**config.mk**
```make
export PLATFORM = sky130hd
export DESIGN_NAME = sfifo
export DESIGN_NICKNAME = d
export VERILOG_FILES = /design/src/rtl/sfifo_pkg.sv /design/src/rtl/sfifo_ptr.sv /design/src/rtl/sfifo.sv
export SDC_FILE = /design/constraint.sdc
export NUM_CORES = 1
export LEC_CHECK = 0
export CORE_UTILIZATION = 30
export DETAILED_ROUTE_END_ITERATION = 12
export PLACE_DENSITY = 0.49
export SKIP_CTS_REPAIR_TIMING = 1
export SYNTH_ARGS = -nofsm -noshare
export SYNTH_HDL_FRONTEND = slang
export SYNTH_SLANG_ARGS = --single-unit
export TNS_END_PERCENT = 30
```
**constraint.sdc**
```tcl
create_clock -name clk -period 4.2 [get_ports clk]
set_clock_uncertainty 0.2 [all_clocks]
set_input_delay 0.42 -clock clk [delete_from_list [all_inputs] [get_ports clk]]
set_output_delay 0.42 -clock clk [all_outputs]
set_load 0.01 [all_outputs]
```
**src/rtl/sfifo_pkg.sv**
```systemverilog
// ============================================================================
// sfifo_pkg : width helpers shared by the DMA FIFOs            rev 1.0
// ============================================================================
`default_nettype none

package sfifo_pkg;

  localparam int c_MIN_ADDR_W = 2;

  function automatic int clog2(input int value);
    int result;
    result = 0;
    while ((1 << result) < value) result++;
    return result;
  endfunction

  // The count needs one bit more than a pointer to represent "completely full".
  function automatic int cnt_width(input int addr_w);
    return addr_w + 1;
  endfunction

  function automatic int depth_of(input int addr_w);
    return 1 << addr_w;
  endfunction

endpackage

`default_nettype wire

```
**src/rtl/sfifo_ptr.sv**
```systemverilog
// ============================================================================
// sfifo_ptr : binary wrap-around pointer with enable           rev 1.0
// ============================================================================
`default_nettype none

module sfifo_ptr
  import sfifo_pkg::*;
#(
  parameter int WIDTH = 4
) (
  input  logic             clk,
  input  logic             rst,
  input  logic             en_i,
  output logic [WIDTH-1:0] ptr_o
);

  logic [WIDTH-1:0] ptr_q;
  logic [WIDTH-1:0] ptr_d;

  // Power-of-two depth: natural binary rollover is the wrap.
  always_comb begin
    ptr_d = ptr_q;
    if (en_i) begin
      ptr_d = ptr_q + WIDTH'(1);
    end
  end

  always_ff @(posedge clk) begin
    if (rst) begin
      ptr_q <= '0;
    end else begin
      ptr_q <= ptr_d;
    end
  end

  assign ptr_o = ptr_q;

endmodule

`default_nettype wire

```
**src/rtl/sfifo.sv**
```systemverilog
// ============================================================================
// sfifo : single-clock FIFO, show-ahead or registered read     rev 1.0
// ============================================================================
`default_nettype none

module sfifo
  import sfifo_pkg::*;
#(
  parameter int DATA_WIDTH          = 8,
  parameter int ADDRESS_WIDTH       = 4,
  parameter int FIFO_DEPTH          = 1 << ADDRESS_WIDTH,
  parameter int FWFT                = 1,
  parameter int ALMOST_FULL_THRESH  = FIFO_DEPTH - 2,
  parameter int ALMOST_EMPTY_THRESH = 2
) (
  input  logic                   clk,
  input  logic                   rst,
  input  logic [DATA_WIDTH-1:0]  din,
  input  logic                   wr_en,
  output logic                   full,
  output logic                   almost_full,
  output logic                   overflow,
  output logic [DATA_WIDTH-1:0]  dout,
  input  logic                   rd_en,
  output logic                   empty,
  output logic                   almost_empty,
  output logic                   valid,
  output logic                   underflow,
  output logic [ADDRESS_WIDTH:0] count
);

  localparam int                c_CW    = cnt_width(ADDRESS_WIDTH);
  localparam logic [c_CW-1:0]   c_DEPTH = c_CW'(FIFO_DEPTH);
  localparam logic [c_CW-1:0]   c_AF    = c_CW'(ALMOST_FULL_THRESH);
  localparam logic [c_CW-1:0]   c_AE    = c_CW'(ALMOST_EMPTY_THRESH);

  logic [DATA_WIDTH-1:0]    mem_q [FIFO_DEPTH];
  logic [ADDRESS_WIDTH-1:0] w_wr_ptr;
  logic [ADDRESS_WIDTH-1:0] w_rd_ptr;
  logic                     w_wr_acc;
  logic                     w_rd_acc;
  logic [c_CW-1:0]          count_q;
  logic [c_CW-1:0]          count_d;
  logic                     full_q;
  logic                     empty_q;
  logic                     almost_full_q;
  logic                     almost_empty_q;
  logic                     overflow_q;
  logic                     underflow_q;

  assign w_wr_acc = wr_en & ~full_q  & ~rst;
  assign w_rd_acc = rd_en & ~empty_q & ~rst;
  assign count_d  = count_q + c_CW'(w_wr_acc) - c_CW'(w_rd_acc);

  sfifo_ptr #(.WIDTH(ADDRESS_WIDTH)) u_wr_ptr (
    .clk   (clk),
    .rst   (rst),
    .en_i  (w_wr_acc),
    .ptr_o (w_wr_ptr)
  );

  sfifo_ptr #(.WIDTH(ADDRESS_WIDTH)) u_rd_ptr (
    .clk   (clk),
    .rst   (rst),
    .en_i  (w_rd_acc),
    .ptr_o (w_rd_ptr)
  );

  always_ff @(posedge clk) begin
    if (w_wr_acc) begin
      mem_q[w_wr_ptr] <= din;
    end
  end

  // A read that collides with a write into an empty FIFO is not flagged:
  // the requester sees the word next cycle, nothing is lost.
  always_ff @(posedge clk) begin
    if (rst) begin
      count_q        <= '0;
      full_q         <= 1'b0;
      empty_q        <= 1'b1;
      almost_full_q  <= (c_AF == '0);
      almost_empty_q <= 1'b1;
      overflow_q     <= 1'b0;
      underflow_q    <= 1'b0;
    end else begin
      count_q        <= count_d;
      full_q         <= (count_d == c_DEPTH);
      empty_q        <= (count_d == '0);
      almost_full_q  <= (count_d >= c_AF);
      almost_empty_q <= (count_d <= c_AE);
      overflow_q     <= wr_en & full_q;
      underflow_q    <= rd_en & empty_q & ~wr_en;
    end
  end

  generate
    if (FWFT != 0) begin : g_fwft
      assign dout  = mem_q[w_rd_ptr];
      assign valid = ~empty_q;
    end else begin : g_std
      logic [DATA_WIDTH-1:0] dout_q;
      logic                  valid_q;

      always_ff @(posedge clk) begin
        if (rst) begin
          dout_q  <= '0;
          valid_q <= 1'b0;
        end else begin
          valid_q <= w_rd_acc;
          if (w_rd_acc) begin
            dout_q <= mem_q[w_rd_ptr];
          end
        end
      end

      assign dout  = dout_q;
      assign valid = valid_q;
    end
  endgenerate

  assign count        = count_q;
  assign full         = full_q;
  assign empty        = empty_q;
  assign almost_full  = almost_full_q;
  assign almost_empty = almost_empty_q;
  assign overflow     = overflow_q;
  assign underflow    = underflow_q;

endmodule

`default_nettype wire

```
==> impl_metrics.toml, run 1 <==
[power_and_ir_drop]
peakVddDrop_uv = 318
p_per_area_nw_per_um2 = 547
leakagePower_nw = 2.43
report.power.total_mw = 4.00

[sta]
hold_viol_final = 0
fmax_ghz = 0.281
fin_tns_setup_ns = 0
setup_viol = 0
worstMarginPinSlew_ns = 0.727
holdWs_ns = 0.308
rsz0062_at_grt = "false"
period_share_pct = 84.8
finalCriticalPeriod_ns = 3.56
worst_slack_ns = 0.637
slew_headroom_pct = 51.5
maxSlewViolCount = 0

[worst_hold_path]
worst_hold_path_type = "register to register"
holdPathStages = 2

[setup_path]
critPathLaunchType = "register"
required_ns = 3.58
r2r_cells = 6
critPathMaxFanout = 20
criticalPathCategory = "register to output pin"
ff2ff_setup_slack_ns = 1.47
rr_endpoint = "almost_full$_SDFF_PP0_"
r2r_start = "empty$_SDFF_PP1_"
cp-endpoint = "dout[6]"
worstSetupEndpointType = "output pin"
cp.arrival_ns = 2.94

[final_layout]
nets = 382
fill_cells = 1829
diodes = 0
fin_cells = 637
post_route_cells_drive_above_1_share_pct = 18.5
areaGrowthSynthToFinish_pct = 22.1

[grt]
antenna_found_initial = 0
grt_max_degree = 33
grt_pass1_vias = 3159
grt-ovfl-total = 0
grt_usage_pct = 13.2
grt_pass1_wl_um = 18800

[floorplan]
row_count = 51
core-area_um2 = 19500
fp.dieArea_um2 = 20500
die_h_um = 143
ioPinCount = 32
die_width_um = 143
start_util_pct = 30.7

[placed_design]
port_buffers = 31
dp_slack_ns = 0.864
dp_cells = 606
gp_congestion = 0.754
dpl.hpwl_um = 8030

[detailed_routing]
post_drt_wl_per_cell_um = 19.3
ant_nets = 0
top_layer_used = "met4"
vias_per_cell = 4.57
m1WireLength_um = 5870
drc = 0
drt-total-wl_um = 12300
drt-pass1-iter-count = 4
route.met3.wl_um = 484
vias = 2909
drtIter0Drc = 119
wl_met2_um = 5750

[clock_network]
cts_root_buf = "clkbuf_16"
clockBufferDepth = 2
cts_sinks = 151
clk_latency_ns = 0.41
htree_levels = 4
cts_tree = "built"
cts_inserted_buffers = 17
path_clk_slew_ns = 0.06

[yosys]
ys_ff_latch = 151
synth.distinct_cells = 32
synth_warnings = 0
syn-instance-count = 302
synth_nets = 324
syn_area_um2 = 5990
postSynthAreaPerCell_um2 = 19.8
ys_seq_area_share_pct = 71.8

[status]
status = "complete, no violations"

[run]
cap_violations = 0
## where the power goes
part	total (mW)	switching [mW]	internal, mW
sequential	1.76	0.0616	1.70
combinational	0.710	0.327	0.383
clock	1.53	0.595	0.940
## worst min path at each step
stage | slack, ns | to | startpoint
3_5_place_dp | 0.29 | underflow$_SDFF_PP0_ | empty$_SDFF_PP1_
5_1_grt | 0.34 | underflow$_SDFF_PP0_ | empty$_SDFF_PP1_
3_3_place_gp | 0.29 | u_rd_ptr.ptr_o[3]$_SDFFE_PP0P_ | u_rd_ptr.ptr_o[3]$_SDFFE_PP0P_
6_report | 0.31 | underflow$_SDFF_PP0_ | empty$_SDFF_PP1_
2_1_floorplan | 0.27 | register | u_rd_ptr.ptr_o[3]$_SDFFE_PP0P_
4_1_cts | 0.31 | underflow$_SDFF_PP0_ | empty$_SDFF_PP1_
## Yosys cell counts
cell	number	area, um2
a21o_1	1	7.51
a21oi_1	5	25.0
a41o_1	2	20.0
and3_1	2	12.5
buf_1	5	18.8
buf_12	1	20.0
buf_6	1	11.3
buf_8	2	30.0
clkbuf_1	6	22.5
dfxtp_1	23	460
edfxtp_1	128	3840
fa_1	1	20.0
ha_1	9	113
inv_1	8	30.0
mux2i_1	1	10.0
mux4_1	24	631
mux4_2	16	360
nand2_1	8	30.0
nand2b_1	2	12.5
nand3_1	1	5.00
nand4_1	2	12.5
nor2_1	30	113
nor2b_1	4	25.0
nor3_1	4	20.0
nor3b_1	1	7.51
nor4b_1	1	8.76
nor4bb_1	1	10.0
or2_1	1	6.26
or3b_1	1	8.76
or4b_1	1	10.0
xnor2_1	5	43.8
xor2_1	5	43.8
## sequential cells by signal (all words and copies together), names as in the netlist, named ones only
| name | cells |
|---|---|
| almost_empty | 1 |
| almost_full | 1 |
| count | 5 |
| empty | 1 |
| full | 1 |
| mem_q | 128 |
| overflow | 1 |
| u_rd_ptr.ptr_o | 4 |
| u_wr_ptr.ptr_o | 4 |
| underflow | 1 |
## routing by layer
metal  vias up  track usage (%)
met3        14             4.13
li1       1333                -
met2        62             20.7
met4         0             4.42
met1      1500             17.3
met5         -                0
## cell families after synthesis
| kind of cell | synth area share (%) |
|---|---|
| buffers and inverters | 2.21 |
| XOR/XNOR | 1.46 |
| multiplexers | 16.7 |
| AND/OR/NAND/NOR | 4.70 |
| AO/OA/AOI/OAI | 0.877 |
| flip-flops | 71.8 |
| adder cells (fa/ha/maj) | 2.21 |
## layout by cell type, fill, tap and decap left out, drive strengths merged
cell type      count
nor2b              4
clkinvlp           1
or4b               1
edfxtp           128
buf               23
clkbuf            18
mux4              40
nor3b              1
clkdlybuf4s50     31
and3               2
or2                1
nor2              30
nand2b             2
ha                 9
a21oi              5
clkinv             3
nand2              8
xnor2              5
xor2               5
nor4bb             1
a41o               2
a21o               1
dfxtp             23
fa                 1
nand3              1
nor3               4
or3b               1
inv               14
nand4              2
nor4b              1
bufinv             3
mux2i              1
## critical path, stage by stage (launching register included)
cell and delay, ns:
dfxtp_2 0.63, buf_12 0.26, mux4_1 0.60, mux4_2 0.51
clkdlybuf4s50_1 0.51
## metrics by stage
step / utilization (%) / area (um2)
final: 37.5 / 7310
after global routing: 37.5 / 7310
after CTS: 37.5 / 7310
after detailed placement: 34.4 / 6720
after global placement: 34.4 / 6720
after floorplan: - / 5990
## area by class of cell
| cell class | instances | area (um2) | area share [%] |
|---|---|---|---|
| flip-flops and latches | 151 | 4310 | 58.9 |
| multi-input cells | 128 | 1560 | 21.3 |
| repair buffers | 54 | 495 | 6.77 |
| clock buffers | 18 | 429 | 5.87 |
| well taps | 265 | 332 | 4.53 |
| clock inverters | 13 | 168 | 2.29 |
| inverters | 8 | 30.0 | 0.411 |
No activity file was read; power rests on OpenSTA's default activity.
==> run 2, diff against run 1 <==
==> constraint.sdc (replaced) <==
create_clock -name clk -period 3.6 [get_ports clk]
set_clock_uncertainty 0.2 [all_clocks]
set_input_delay 0.36 -clock clk [delete_from_list [all_inputs] [get_ports clk]]
set_output_delay 0.36 -clock clk [all_outputs]
set_load 0.01 [all_outputs]
==> run 2 against run 1 <==
Sequential power rose by 15%; clock power rose by 4%; clock-buffer cell count did not move; core utilization fell by 0.29 points; critical path type unchanged; largest cell class unchanged; largest power group unchanged.
==> impl_metrics.toml, run 2 (synthesized netlist as in run 1, its figures left out) <==
[placed_design]
gp_congestion = 0.756
dpl.hpwl_um = 7790
port_buffers = 31

[final_layout]
mostFrequentLayoutCells = "128 x edfxtp_1, 31 x clkdlybuf4s50_1, 30 x nor2_1"
final_common_cell = "edfxtp_1"
regMostFlops = "mem_q"
ff_latch_area_um2 = 4310
fill_cells = 1837
post_route_cells_drive_above_1_share_pct = 18.7
final_util_pct = 37.2
largest_reg_flops = 128
nets = 383
areaGrowthSynthToFinish_pct = 21.1
diodes = 0
multi_input_area_um2 = 1560

[setup_path]
required_ns = 3.04
cp_slowest_stage_delay_ns = 0.62
critPathLaunchType = "register"
criticalPathCategory = "register to output pin"
worstSetupEndpointType = "output pin"
cp_num_cells = 4
critPathTopFamily = "multiplexers"
crit_slowest_cell = "mux4_1"
critPathMaxFanout = 32
cp.arrival_ns = 2.69
crit_chain = "buf_12 -> mux4_1 -> mux4_2 -> clkdlybuf4s50_1"
r2r_start = "full$_SDFF_PP0_"
timing.critical_path.buf_inv = 2
r2r_cells = 8

[detailed_routing]
drt-total-wl_um = 12200
post_drt_wl_per_cell_um = 19.1
drt-pass1-iter-count = 4
ant_nets = 0
vias_per_cell = 4.58
drc = 0
drtIter0Drc = 160
vias = 2929

[clock_network]
clockBufferDepth = 2
cts_tree = "built"
path_clk_slew_ns = 0.06
cts_sinks = 151
cts_inserted_buffers = 17
htree_levels = 4
clk_latency_ns = 0.42
cts_root_buf = "clkbuf_16"

[floorplan]
die_width_um = 143
row_count = 51
die_h_um = 143
ioPinCount = 32
core-area_um2 = 19500
start_util_pct = 30.7
fp.dieArea_um2 = 20500

[power_and_ir_drop]
p_clk_share_pct = 35.4
report.power.total_mw = 4.48
leakagePower_nw = 2.39
p_comb_share_pct = 19.3
switching_power_mw = 1.17
power_frac_seq_pct = 45.3
p_int_mw = 3.31
power_switching_share_pct = 26.1
p_per_area_nw_per_um2 = 618
peakVddDrop_uv = 281

[grt]
grt_pass1_wl_um = 18800
grt-ovfl-total = 0
grt_usage_pct = 13.2
antenna_found_initial = 0
grt_pass1_vias = 3147
grt_max_degree = 33

[sta]
fmax_ghz = 0.308
hold_viol_final = 0
maxSlewViolCount = 0
period_share_pct = 90.2
slew_headroom_pct = 52.4
finalCriticalPeriod_ns = 3.25
rsz0062_at_grt = "false"
setup_viol = 0
worstMarginPinSlew_ns = 0.714
fin_tns_setup_ns = 0

[worst_hold_path]
min-delay-start = "u_rd_ptr.ptr_o[3]$_SDFFE_PP0P_"
holdPathStages = 2
worst_hold_path_type = "register to register"

[run]
cap_violations = 0

[status]
status = "complete, no violations"
==> run 2: path summary, 6_finish.rpt <==
path                                          endpoint  slack, ns
worst min-delay path                          register       0.31
worst min register to register                register       0.31
worst max register to register  almost_full$_SDFF_PP0_       0.91
worst max-delay path                           dout[7]       0.35
==> run 2: metal layers <==
metal	global-route usage [%]	part of all wire (%)	up-vias
met5	0	0	-
met4	6.22	2.8	0
met3	4.00	6.4	18
met2	20.4	47	90
met1	17.1	44	1485
li1	-	-	1336
==> run 2: worst register-to-register path, delay by kind of cell, from the launching register on <==
kind                       cells  cell delay (ns)
and+or+nand+nor                3             0.95
xor gates and xnor gates       2             0.38
DFF                            1             0.34
adders and majority gates      2             0.62
AOI/OAI and AO/OA              1             0.15
==> run 2: final cells by class <==
class                   instances  area share [%]
repair buffers                 55            6.93
clock inverters                14            1.41
flip-flops and latches        151            59.3
clock buffers                  18            5.91
well taps                     265            4.57
multi-input cells             128            21.4
inverters                       8           0.414
==> run 2: power groups by stage <==
| stage | logic (mW) | registers, mW | clock network [mW] |
|---|---|---|---|
| 2_1_floorplan | 0.558 | 2.07 | 0 |
| 6_report | 0.867 | 2.03 | 1.59 |
| 3_3_place_gp | 0.878 | 2.07 | 0 |
| 5_1_grt | 0.949 | 2.04 | 1.70 |
| 3_5_place_dp | 0.878 | 2.06 | 0 |
| 4_1_cts | 0.883 | 2.03 | 1.62 |
==> run 2: metrics by stage <==
step                      setup WS (ns)  std cells  cell area (um2)  hold slack (ns)
after floorplan                    1.01        302             5990            0.232
after global placement            0.373        607             6730            0.289
after detailed placement          0.332        607             6730            0.294
after CTS                         0.306        639             7260            0.314
after global routing              0.272        639             7260            0.333
final                             0.355        639             7260            0.311
==> run 3, diff against run 2 <==
--- a/config.mk
+++ b/config.mk
@@ -5,9 +5,10 @@
 export SDC_FILE = /design/constraint.sdc
 export NUM_CORES = 1
 export LEC_CHECK = 0
-export CORE_UTILIZATION = 30
+export CAP_MARGIN = 20
+export CORE_UTILIZATION = 41
 export DETAILED_ROUTE_END_ITERATION = 12
-export PLACE_DENSITY = 0.49
+export PLACE_DENSITY = 0.61
 export SKIP_CTS_REPAIR_TIMING = 1
 export SYNTH_ARGS = -nofsm -noshare
 export SYNTH_HDL_FRONTEND = slang
==> run 3 against run 2 <==
Combinational power decreased by 2%; final area grew 0.24%; maximum frequency is 1.2% higher; critical endpoint is now dout[0]; core utilization grew 15 points; die area fell by 26%; routed wire length down 5.9%; global-route usage increased by 3.8 points; sequential share of layout area down 0.14 points; first-iteration DRC count rose by 31%; highest routed layer unchanged; via count is 0.72% higher; clock power rose by 21%.
==> impl_metrics.toml, run 3 (synthesized netlist as in run 1, its figures left out) <==
[grt]
grt_pass1_vias = 3168
antenna_found_initial = 0
grt_pass1_wl_um = 17700
grt_usage_pct = 17.0
grt_max_degree = 33
grt-ovfl-total = 0

[clock_network]
clockBufferDepth = 2
cts_inserted_buffers = 17
cts_sinks = 151
cts_tree = "built"
path_clk_slew_ns = 0.05
htree_levels = 4
cts_root_buf = "clkbuf_16"
clk_latency_ns = 0.41

[detailed_routing]
vias = 2950
drc = 0
ant_nets = 0
drt-pass1-iter-count = 4
post_drt_wl_per_cell_um = 20.7
drtIter0Drc = 209
vias_per_cell = 5.32
drt-total-wl_um = 11500

[floorplan]
core-area_um2 = 14000
row_count = 43
start_util_pct = 42.7
fp.dieArea_um2 = 15100
ioPinCount = 32
die_h_um = 123
die_width_um = 123

[power_and_ir_drop]
p_per_area_nw_per_um2 = 660
power_switching_share_pct = 22.5
power_frac_seq_pct = 42.3
p_comb_share_pct = 17.7
switching_power_mw = 1.08
report.power.total_mw = 4.80
p_clk_share_pct = 40.0
p_int_mw = 3.72
peakVddDrop_uv = 488
leakagePower_nw = 2.46

[final_layout]
post_route_cells_drive_above_1_share_pct = 18.1
nets = 385
regMostFlops = "mem_q"
fin_area_um2 = 7270
final_common_cell = "edfxtp_1"
mostFrequentLayoutCells = "128 x edfxtp_1, 31 x clkdlybuf4s50_1, 30 x nor2_1"
largest_reg_flops = 128
fin_cells = 555
fill_cells = 1107
areaGrowthSynthToFinish_pct = 21.4
diodes = 0

[setup_path]
r2r_cells = 8
critPathLaunchType = "register"
critPathMaxFanout = 32
cp.arrival_ns = 2.65
ff2ff_setup_slack_ns = 0.92
r2r_start = "full$_SDFF_PP0_"
rr_endpoint = "almost_full$_SDFF_PP0_"
criticalPathCategory = "register to output pin"
worstSetupEndpointType = "output pin"
required_ns = 3.04

[run]
cap_violations = 0

[sta]
worstMarginPinSlew_ns = 0.711
slew_headroom_pct = 52.5
finalCriticalPeriod_ns = 3.21
hold_viol_final = 0
fmax_ghz = 0.312
fin_tns_setup_ns = 0
period_share_pct = 89.1
holdWs_ns = 0.311
maxSlewViolCount = 0
rsz0062_at_grt = "false"
setup_viol = 0

[placed_design]
dpl.hpwl_um = 7310
port_buffers = 31
dp_cells = 524
gp_congestion = 0.725
place_area_um2 = 6630

[status]
status = "complete, no violations"

[worst_hold_path]
worst_hold_path_type = "register to register"
min-delay-start = "empty$_SDFF_PP1_"
hold_path_end = "underflow$_SDFF_PP0_"
holdPathStages = 2
[run 3: cell count changes in the layout (fill, tap and decap cells not counted), sizes merged]
| cell | previous run | this run |
|---|---|---|
| bufinv | 0 | 6 |
| clkinv | 7 | 4 |
| clkinvlp | 4 | 1 |
| inv | 11 | 8 |
| buf | 24 | 26 |
| clkbuf | 18 | 20 |
[run 3: critical path, stage by stage, from the launching register on]
cell             delay, ns
dfxtp_2               0.33
buf_12                0.23
mux4_1                0.62
mux4_2                0.51
clkdlybuf4s50_1       0.51
[run 3: metrics by stage]
step / util [%] / worst slack (ns)
after floorplan: - / 1.01
after global placement: 47.2 / 0.409
after detailed placement: 47.2 / 0.326
after CTS: 51.8 / 0.349
after global routing: 51.8 / 0.310
final: 51.8 / 0.392
[run 3: worst max path at each step]
stage,cells past startpoint,start,to,slack [ns]
finish,4,register,dout[0],0.39
detailed placement,9,wr_en,almost_full$_SDFF_PP0_,0.33
global route,4,register,dout[0],0.31
CTS,4,register,dout[7],0.35
global placement,9,wr_en,almost_full$_SDFF_PP0_,0.41
floorplan,7,rd_en,almost_full$_SDFF_PP0_,1.01
[run 3: power by group through the flow]
stage | registers (mW) | logic (mW) | clock network [mW]
final | 2.03 | 0.850 | 1.92
after CTS | 2.03 | 0.865 | 1.96
after detailed placement | 2.06 | 0.861 | 0
after global placement | 2.06 | 0.845 | 0
after global routing | 2.03 | 0.925 | 2.03
after floorplan | 2.07 | 0.558 | 0
[run 3: per-layer routing]
| metal | part of all wire, % | track usage [%] | up-vias |
|---|---|---|---|
| li1 | - | - | 1334 |
| met1 | 45 | 22.1 | 1520 |
| met2 | 48 | 26.7 | 72 |
| met3 | 4.9 | 4.20 | 24 |
| met4 | 2.3 | 8.77 | 0 |
| met5 | 0 | 0 | - |
[run 3: final cells by class]
cell class	count	area (um2)	area share, %
sequential	151	4310	59.2
timing repair buffer	57	518	7.12
clock inverter	11	204	2.80
tap	180	225	3.10
inverter	8	30.0	0.413
clock buffer	20	437	6.00
multi-input combinational	128	1560	21.4
